==> src/rtl/mips_pkg.sv <==
// Shared encodings for the multicycle MIPS datapath and its control unit.
// Control-input codes, opcodes and register-file geometry live here.
package mips_pkg;

    localparam int REG_COUNT  = 32;
    localparam int REG_ADDR_W = 5;

    typedef enum logic [2:0] {
        ALU_AND = 3'b000,
        ALU_OR  = 3'b001,
        ALU_ADD = 3'b010,
        ALU_SUB = 3'b110,
        ALU_SLT = 3'b111
    } alu_ctrl_t;

    typedef enum logic [1:0] {
        SRCB_REG     = 2'b00,
        SRCB_FOUR    = 2'b01,
        SRCB_IMM     = 2'b10,
        SRCB_IMM_SH2 = 2'b11
    } alu_src_b_t;

    typedef enum logic [1:0] {
        PC_SRC_ALU     = 2'b00,
        PC_SRC_ALU_OUT = 2'b01,
        PC_SRC_JUMP    = 2'b10,
        PC_SRC_HOLD    = 2'b11
    } pc_src_t;

    typedef enum logic [5:0] {
        R_TYPE = 6'h00,
        J      = 6'h02,
        BEQ    = 6'h04,
        ADDI   = 6'h08,
        LW     = 6'h23,
        SW     = 6'h2B
    } opcode_t;

    function automatic logic [31:0] sign_extend16(input logic [15:0] imm);
        return {{16{imm[15]}}, imm};
    endfunction

endpackage

==> src/rtl/mips_multicycle_datapath_reg_file.sv <==
// 32-entry register file: two asynchronous read ports, one synchronous write port.
// r0 is cleared on reset and never written, so it always reads zero.
module mips_reg_file
    import mips_pkg::*;
#(
    parameter int WIDTH = 32
) (
    input  logic                  clk,
    input  logic                  reset,
    input  logic                  we,
    input  logic [REG_ADDR_W-1:0] ra1,
    input  logic [REG_ADDR_W-1:0] ra2,
    input  logic [REG_ADDR_W-1:0] wa,
    input  logic [WIDTH-1:0]      wd,
    output logic [WIDTH-1:0]      rd1,
    output logic [WIDTH-1:0]      rd2
);

    logic [WIDTH-1:0] regs [REG_COUNT];

    always_ff @(posedge clk) begin
        if (reset) begin
            regs <= '{default: '0};
        end else if (we && (wa != '0)) begin
            regs[wa] <= wd;
        end
    end

    // No write-to-read bypass: a same-cycle read sees the pre-write value.
    assign rd1 = regs[ra1];
    assign rd2 = regs[ra2];

endmodule

==> src/rtl/mips_multicycle_datapath.sv <==
// Multicycle MIPS datapath: PC, IR, MDR, A, B, ALUOut, register file, ALU and muxes.
// Every state update is steered purely by the control inputs of the current cycle.
module mips_multicycle_datapath
    import mips_pkg::*;
#(
    parameter logic [31:0] RESET_PC = 32'h0000_0000,
    parameter int          WIDTH    = 32
) (
    input  logic             clk,
    input  logic             reset,
    input  logic             mem_to_reg,
    input  logic             reg_dest,
    input  logic             i_or_d,
    input  logic             alu_src_a,
    input  logic             ir_write,
    input  logic             mem_write,
    input  logic             pc_write,
    input  logic             branch,
    input  logic             reg_write,
    input  logic [1:0]       alu_src_b,
    input  logic [1:0]       pc_src,
    input  logic [2:0]       alu_control,
    input  logic [WIDTH-1:0] mem_rdata,
    output logic [WIDTH-1:0] mem_addr,
    output logic [WIDTH-1:0] mem_wdata,
    output logic             mem_we,
    output logic [5:0]       opcode,
    output logic [5:0]       funct,
    output logic             zero
);

    logic [WIDTH-1:0] pc, ir, mdr, a_reg, b_reg, alu_out;
    logic [WIDTH-1:0] rd1, rd2, src_a, src_b, alu_result, next_pc, sign_imm, jump_target;
    logic [REG_ADDR_W-1:0] write_reg;
    logic [WIDTH-1:0] write_data;
    logic pc_en;

    mips_reg_file #(
        .WIDTH(WIDTH)
    ) u_reg_file (
        .clk   (clk),
        .reset (reset),
        .we    (reg_write),
        .ra1   (ir[25:21]),
        .ra2   (ir[20:16]),
        .wa    (write_reg),
        .wd    (write_data),
        .rd1   (rd1),
        .rd2   (rd2)
    );

    assign write_reg   = reg_dest ? ir[15:11] : ir[20:16];
    assign write_data  = mem_to_reg ? mdr : alu_out;
    assign sign_imm    = sign_extend16(ir[15:0]);
    assign jump_target = {pc[WIDTH-1:WIDTH-4], ir[25:0], 2'b00};
    assign src_a       = alu_src_a ? a_reg : pc;

    always_comb begin
        src_b = b_reg;
        case (alu_src_b)
            SRCB_REG:     src_b = b_reg;
            SRCB_FOUR:    src_b = WIDTH'(4);
            SRCB_IMM:     src_b = sign_imm;
            SRCB_IMM_SH2: src_b = {sign_imm[WIDTH-3:0], 2'b00};
            default:      src_b = b_reg;
        endcase
    end

    always_comb begin
        alu_result = '0;
        case (alu_control)
            ALU_ADD: alu_result = src_a + src_b;
            ALU_SUB: alu_result = src_a - src_b;
            ALU_AND: alu_result = src_a & src_b;
            ALU_OR:  alu_result = src_a | src_b;
            ALU_SLT: alu_result = {{(WIDTH-1){1'b0}}, ($signed(src_a) < $signed(src_b))};
            default: alu_result = '0;
        endcase
    end

    assign zero = (alu_result == '0);

    always_comb begin
        next_pc = pc;
        case (pc_src)
            PC_SRC_ALU:     next_pc = alu_result;
            PC_SRC_ALU_OUT: next_pc = alu_out;
            PC_SRC_JUMP:    next_pc = jump_target;
            PC_SRC_HOLD:    next_pc = pc;
            default:        next_pc = pc;
        endcase
    end

    assign pc_en = pc_write | (branch & zero);

    always_ff @(posedge clk) begin
        if (reset) begin
            pc      <= RESET_PC;
            ir      <= '0;
            mdr     <= '0;
            a_reg   <= '0;
            b_reg   <= '0;
            alu_out <= '0;
        end else begin
            if (pc_en) begin
                pc <= next_pc;
            end
            if (ir_write) begin
                ir <= mem_rdata;
            end
            mdr     <= mem_rdata;
            a_reg   <= rd1;
            b_reg   <= rd2;
            alu_out <= alu_result;
        end
    end

    assign mem_addr  = i_or_d ? alu_out : pc;
    assign mem_wdata = b_reg;
    assign mem_we    = mem_write;
    assign opcode    = ir[31:26];
    assign funct     = ir[5:0];

endmodule

==> config.mk <==
export PLATFORM = sky130hd
export DESIGN_NAME = mips_multicycle_datapath
export DESIGN_NICKNAME = d
export VERILOG_FILES = /design/src/rtl/mips_pkg.sv /design/src/rtl/mips_multicycle_datapath_reg_file.sv /design/src/rtl/mips_multicycle_datapath.sv
export SDC_FILE = /design/constraint.sdc
export NUM_CORES = 2
export LEC_CHECK = 0
export ABC_CLOCK_PERIOD_IN_PS = 10200
export BUFFER_PORTS_ARGS = -buffer_cell sky130_fd_sc_hd__buf_2
export CAP_MARGIN = 10
export CORE_UTILIZATION = 55
export CTS_CLUSTER_DIAMETER = 120
export CTS_CLUSTER_SIZE = 40
export DETAILED_ROUTE_END_ITERATION = 16
export PLACE_DENSITY = 0.71
export SYNTH_ARGS = -nofsm -noshare
export SYNTH_HDL_FRONTEND = slang
export SYNTH_SLANG_ARGS = --single-unit
==> constraint.sdc <==
create_clock -name clk -period 10.2 [get_ports clk]
set_clock_uncertainty 0.15 [all_clocks]
set_input_delay 1.02 -clock clk [delete_from_list [all_inputs] [get_ports clk]]
set_output_delay 1.02 -clock clk [all_outputs]
set_load 0.02 [all_outputs]
**Word-level counts from Yosys, hierarchy flattened**

Cells that the tools add are included.

- Register bits after elaboration: 1216
- Bits of input ports: 50
- Output and inout port bits: 78
- Word-level logic and storage cells: 90

- $add $sub $neg: 2
- Order comparisons: 5
- Equal/unequal tests: 10
- Mux-type cells: 16
- Bitwise operators: 9
- Reductions and logical operators: 9

Operators with widths:

| kind | number |
|---|---|
| bitwise mux 1024 bit | 1 |
| binary-select mux 32 bit (select 5 bit) | 2 |
| two-way mux 32 bit | 8 |
| demux 32 bit (select 5 bit) | 1 |
| one-hot mux 32 bit (5 select lines) | 1 |
| one-hot mux 32 bit (4 select lines) | 1 |
| one-hot mux 32 bit (3 select lines) | 1 |
| adder 32 bit | 1 |
| AND 32 bit | 1 |
| zero test 32 bit | 1 |
| less-than comparator 32 bit | 1 |
| OR 32 bit | 1 |
| subtractor 32 bit | 1 |
| greater-or-equal comparator 6 bit, second input constant | 3 |
| inverter 5 -> 6 bit | 3 |
| == test 2 bit, second input constant | 4 |
| == test 3 bit, second input constant | 2 |
| less-than comparator 6 x 1 -> 1 bit, second input constant | 1 |
| two-way mux 5 bit | 1 |
| nonzero test 5 bit | 1 |
| == test 2 x 1 -> 1 bit, second input constant | 2 |
| zero test 2 bit | 2 |
| == test 3 x 1 -> 1 bit, second input constant | 1 |
| == test 3 x 2 -> 1 bit, second input constant | 1 |
| 7 further kinds | 9 |

**Longest topological paths before layout**

- Word-level depth: 8
- Mapped depth: 22

**Modules after synthesis**

From an unflattened synthesis, not the netlist that was laid out.

- Cell total of the unflattened synthesis: 8479
- Area total of the unflattened synthesis: 66083.4 sq um

By module, submodules not included:

| module | instances | cells an instance | area an instance (sq um) | seq. area each (sq um) |
|---|---|---|---|---|
| mips_reg_file | 1 | 6848 | 52630.5 | 20499.7 |
| mips_multicycle_datapath | 1 | 1631 | 13452.9 | 3843.7 |

**Worst setup path before layout**

Ideal clock, no wire load.

- Kind: input to output
- From: input port alu_src_b[1]
- To: output port zero
- Arrival: 5.311 ns
- Required time: 9.030 ns
- Setup slack: 3.719 ns
- Cell stages on the path: 17
- Path buffers: 2
- Cells stage by stage: clkbuf_1 clkbuf_1 mux2i_1 nor2_1 ha_1 inv_1 fa_1 and2b_1 o211a_1 o2111ai_2 and2_1 o31a_1 a311o_1 a31oi_1 nand4b_1 or4_1 nor2_1

- Word-level cells in the longest chain between the ends: 5
- Elaborated cells on any way between the ends: 12
- Those cells by class: 2 x add/sub; 1 x order compare; 3 x eq/ne; 2 x mux; 2 x bitwise; 2 x reduce/logical

Ends and longest elaborated chain:

| what | line | source |
|---|---|---|
| start, declared | mips_multicycle_datapath.sv:20 | `input logic [1:0] alu_src_b,` |
| == test 2 bit (tied with other cells) | mips_multicycle_datapath.sv:60 | `case (alu_src_b)` |
| one-hot mux 32 bit (4 select lines) * | mips_multicycle_datapath.sv:60 |  |
| subtractor 32 bit (tied with other cells) | mips_multicycle_datapath.sv:73 | `ALU_SUB: alu_result = src_a - src_b;` |
| one-hot mux 32 bit (5 select lines) * | mips_multicycle_datapath.sv:71 | `case (alu_control)` |
| zero test 32 bit * | mips_multicycle_datapath.sv:81 | `assign zero = (alu_result == '0);` |
| end, declared | mips_multicycle_datapath.sv:29 | `output logic zero` |

Mark *: on every way between the ends. The rest lies on a longest branch, timed or not.

**Worst setup path in the final report**

Ends and elaborated chain as after synthesis.

==> impl_metrics.tcl <==
set metrics [dict create \
    grt_max_degree 200 \
    tritoncts "yes" \
    dp_hpwl_um 124000 \
    cp_num_cells 16 \
    maxCapViolations 0 \
    drt_iter0_drc 6368 \
    crit_path_top_delay_cell "and2_0" \
    reg2reg_slack_ns 3.69 \
    worstPathArrival_ns 6.58 \
    syn_area_per_cell_um2 10.43 \
    worstPathMaxFanout 20 \
    drive_gt1_share_pct 19.37 \
    num_rows 123 \
    grt_pass1_wl_um 301700 \
    cp_cell_sequence "buf_2, and2_0, nand2_1, o21ai_0, ha_1, nor2_1, nand4_1, o211ai_1, o2111ai_1, a31oi_1, o21bai_1, nor4_1, nand4_1, or4_1, nor2_1, buf_2" \
    hp-class "register to register" \
    status "finished clean" \
    syn_inst 6000 \
    synth_area_um2 62580 \
    path_class "input port to output pin" \
    ys_seq_area_share_pct 38.90 \
    ys_types 82 \
    regMostFlops "u_reg_file.regs" \
    syn_nets 6160 \
    synth.area.top_cells "dfxtp_1 39%, mux4_2 23%, a211oi_1 12%" \
    setup_viol 0 \
    ir_worst_vdd_mv 0.1293 \
    cts_resized 0 \
    cts-root-buf "clkbuf_16" \
    fillers 9637 \
    finalSetupTns_ns 0 \
    numPortBuffers 125 \
    clock_latency_ns 0.69 \
    drv_slew 0 \
    drt_pass1_iterations 5 \
    synthArstFlopShare_pct 0 \
    p_leak_nw 20.16 \
    cp-start-kind "input port" \
    largest_reg_flops 1024 \
    p_int_mw 5.934 \
    synth_edf_count 0 \
    maxSlewHeadroom_pct 20.76 \
    drc 0 \
    rsz0062_at_grt "false" \
    wl_um 203000 \
    core-area_um2 112700 \
    antenna_found_initial 10 \
    initial_utilization_pct 55.55 \
    power_density_nw_per_um2 127.7 \
    syn2layout_area_growth_pct 3.589 \
    grt_overflow 0 \
    r2r-end "pc[28]" \
    dieArea_um2 115100 \
    drtAntennaViolNets 0 \
    grt_pass1_vias 46420 \
    critPathMaxStageDelay_ns 0.79 \
    tightest_slew_ns 1.164 \
    fin_util_pct 57.54 \
    power_frac_clock_pct 26.3 \
    endpoint "zero" \
    reg2reg_depth 16 \
    cts_hold_buf 0 \
    grt_use_total_pct 34.55 \
    yosysTopAreaCellShare_pct 38.90 \
    ys_seq_elements 1216 \
    die_h_um 339.3 \
    vias 49070 \
    power.switching_mw 2.344 \
    cts_buffer_depth 3 \
    pwr-share-comb_pct 14.2 \
    cts-buffers-inserted 37 \
    min_period_ns 7.749 \
    p_sw_share_pct 28.31 \
    clkSlewWorstSetupHoldPaths_ns 0.13 \
    place.gp.congestion 0.9878 \
    htree_levels 2 \
    cts.sinks 1216 \
    via_per_inst 6.908 \
    fmax_mhz 129.1 \
    nets 5752 \
    post-route-period-util_pct 75.97 \
    crit_required_ns 9.03 \
    path_buf_inv 2 \
    critPathCaptureType "output pin" \
    ioPinCount 128 \
    wl_per_cell_um 28.58 \
    yosysWarnings 0 \
    startpoint "alu_src_b[1]" \
    rr_startpoint "ir[15]" \
    p_seq_share_pct 59.5 \
    synth_top_area_cell "dfxtp_1" \
    hold_violations 0 \
    die_w_um 339.3 \
    synth_top_flop_cell "dfxtp_1" \
    cts_setup_buffers 0 \
    crit_family "simple AND/OR/NAND/NOR gates" \
]
-- layout make-up --
| type | instances | area [um2] | area share [%] |
|---|---|---|---|
| Sequential cell | 1216 | 24380 | 37.61 |
| Antenna cell | 2 | 5.005 | 0.007721 |
| Timing Repair Buffer | 234 | 1544 | 2.382 |
| Tap cell | 1500 | 1877 | 2.895 |
| Inverter | 103 | 386.6 | 0.5964 |
| Clock buffer | 41 | 962.2 | 1.484 |
| Clock inverter | 7 | 85.08 | 0.1313 |
| Multi-Input combinational cell | 4000 | 35580 | 54.89 |
-- placed cells by master, fill, tap and decap left out, types with 38 or more instances in the layout --
master	count
o21ai_0	67
dfxtp_1	1206
nor2_1	1216
nand2_1	128
clkbuf_16	38
buf_4	103
nor2b_1	79
a211oi_1	1015
a21oi_1	108
ha_1	107
inv_1	101
mux2i_1	126
mux2_2	66
mux4_2	640
buf_2	123
-- metal layers --
metal	up-vias	GRT usage [%]	part of all wire [%]
met4	6	12.09	3.8
met3	468	7.146	11
met5	-	0	0.015
met2	2679	53.28	45
met1	24270	48.40	40
li1	21650	-	-
-- worst reg2reg max path, cell delays in order, from the launching register on --
cell	delay, ns
dfxtp_1	0.53
and2_1	0.64
a21oi_1	0.09
o21ai_0	0.33
ha_1	0.50
a21oi_1	0.21
o21ai_0	0.32
o32ai_1	0.16
a31oi_1	0.61
nor3b_1	0.15
nor4_1	0.59
o2111ai_1	0.24
or4_1	0.60
o32a_2	0.44
buf_4	0.33
nor2_1	0.37
o221a_2	0.24
-- cells in the mapped netlist (5+ instances only) --
cell       instances
a2111oi_0          5
a211o_1           27
a211oi_1        1015
a21boi_0           5
a21o_1            20
a21oi_1          108
a221oi_1          28
a22oi_1            5
a31oi_1           16
and2_1            17
and4_1             5
buf_1             81
buf_2             21
buf_4             16
clkbuf_1         561
dfxtp_1         1216
ha_1             108
inv_1            101
mux2_2            66
mux2i_1          158
mux4_2           640
nand2_1          128
nand2b_1           9
nand3_1           20
nand4_1           13
nor2_1          1248
nor2b_1           79
nor3_1            17
nor3b_1            6
nor4_1            21
o2111ai_1          7
o211a_1            6
o211ai_1          19
o21a_1            10
o21ai_0           67
o21bai_1           5
o22ai_1            6
o31a_1             6
o31ai_1           24
xnor2_1           13
-- metrics by stage --
stage                     hold WS [ns]  instance area [um2]  setup WS (ns)  total power, mW  cells
after floorplan                 0.2944                62580          3.719            5.810   6000
after global placement          0.3123                63770          2.671            6.170   7053
after detailed placement        0.3092                63770          2.586            6.175   7053
after CTS                       0.3262                64820          2.626            8.278   7101
after global routing            0.3509                64820          2.290            8.527   7101
final                           0.3313                64820          2.451            8.278   7103
-- worst min path at each step --
stage               depth (start not counted)  slack [ns]     end  startpoint
finish                                      2        0.33  pc[21]      pc[21]
global route                                2        0.35  pc[19]      pc[19]
CTS                                         2        0.33  pc[21]      pc[21]
detailed placement                          2        0.31  pc[17]      pc[17]
global placement                            2        0.31  pc[20]      pc[20]
floorplan                                   2        0.29  pc[11]      pc[11]
-- power by group through the flow --
stage | registers [mW] | logic (mW) | clock network (mW)
floorplan | 4.96 | 0.852 | 0
global placement | 5.02 | 1.15 | 0
detailed placement | 5.02 | 1.15 | 0
CTS | 4.92 | 1.16 | 2.20
global route | 4.93 | 1.24 | 2.35
finish | 4.92 | 1.17 | 2.18
-- logic make-up (layout without fill, tap and decap cells) --
kind of cell	after synthesis	in the layout	share of synthesized area, %
fa+ha+maj	110	110	2.223
mux	864	864	26.75
flops	1216	1216	38.90
compound gates	1419	1419	16.62
xor+xnor	17	17	0.2379
buf+inv	784	385	4.865
other cells	0	2	0
simple gates	1590	1590	10.41
No activity file was read; power rests on OpenSTA's default activity.
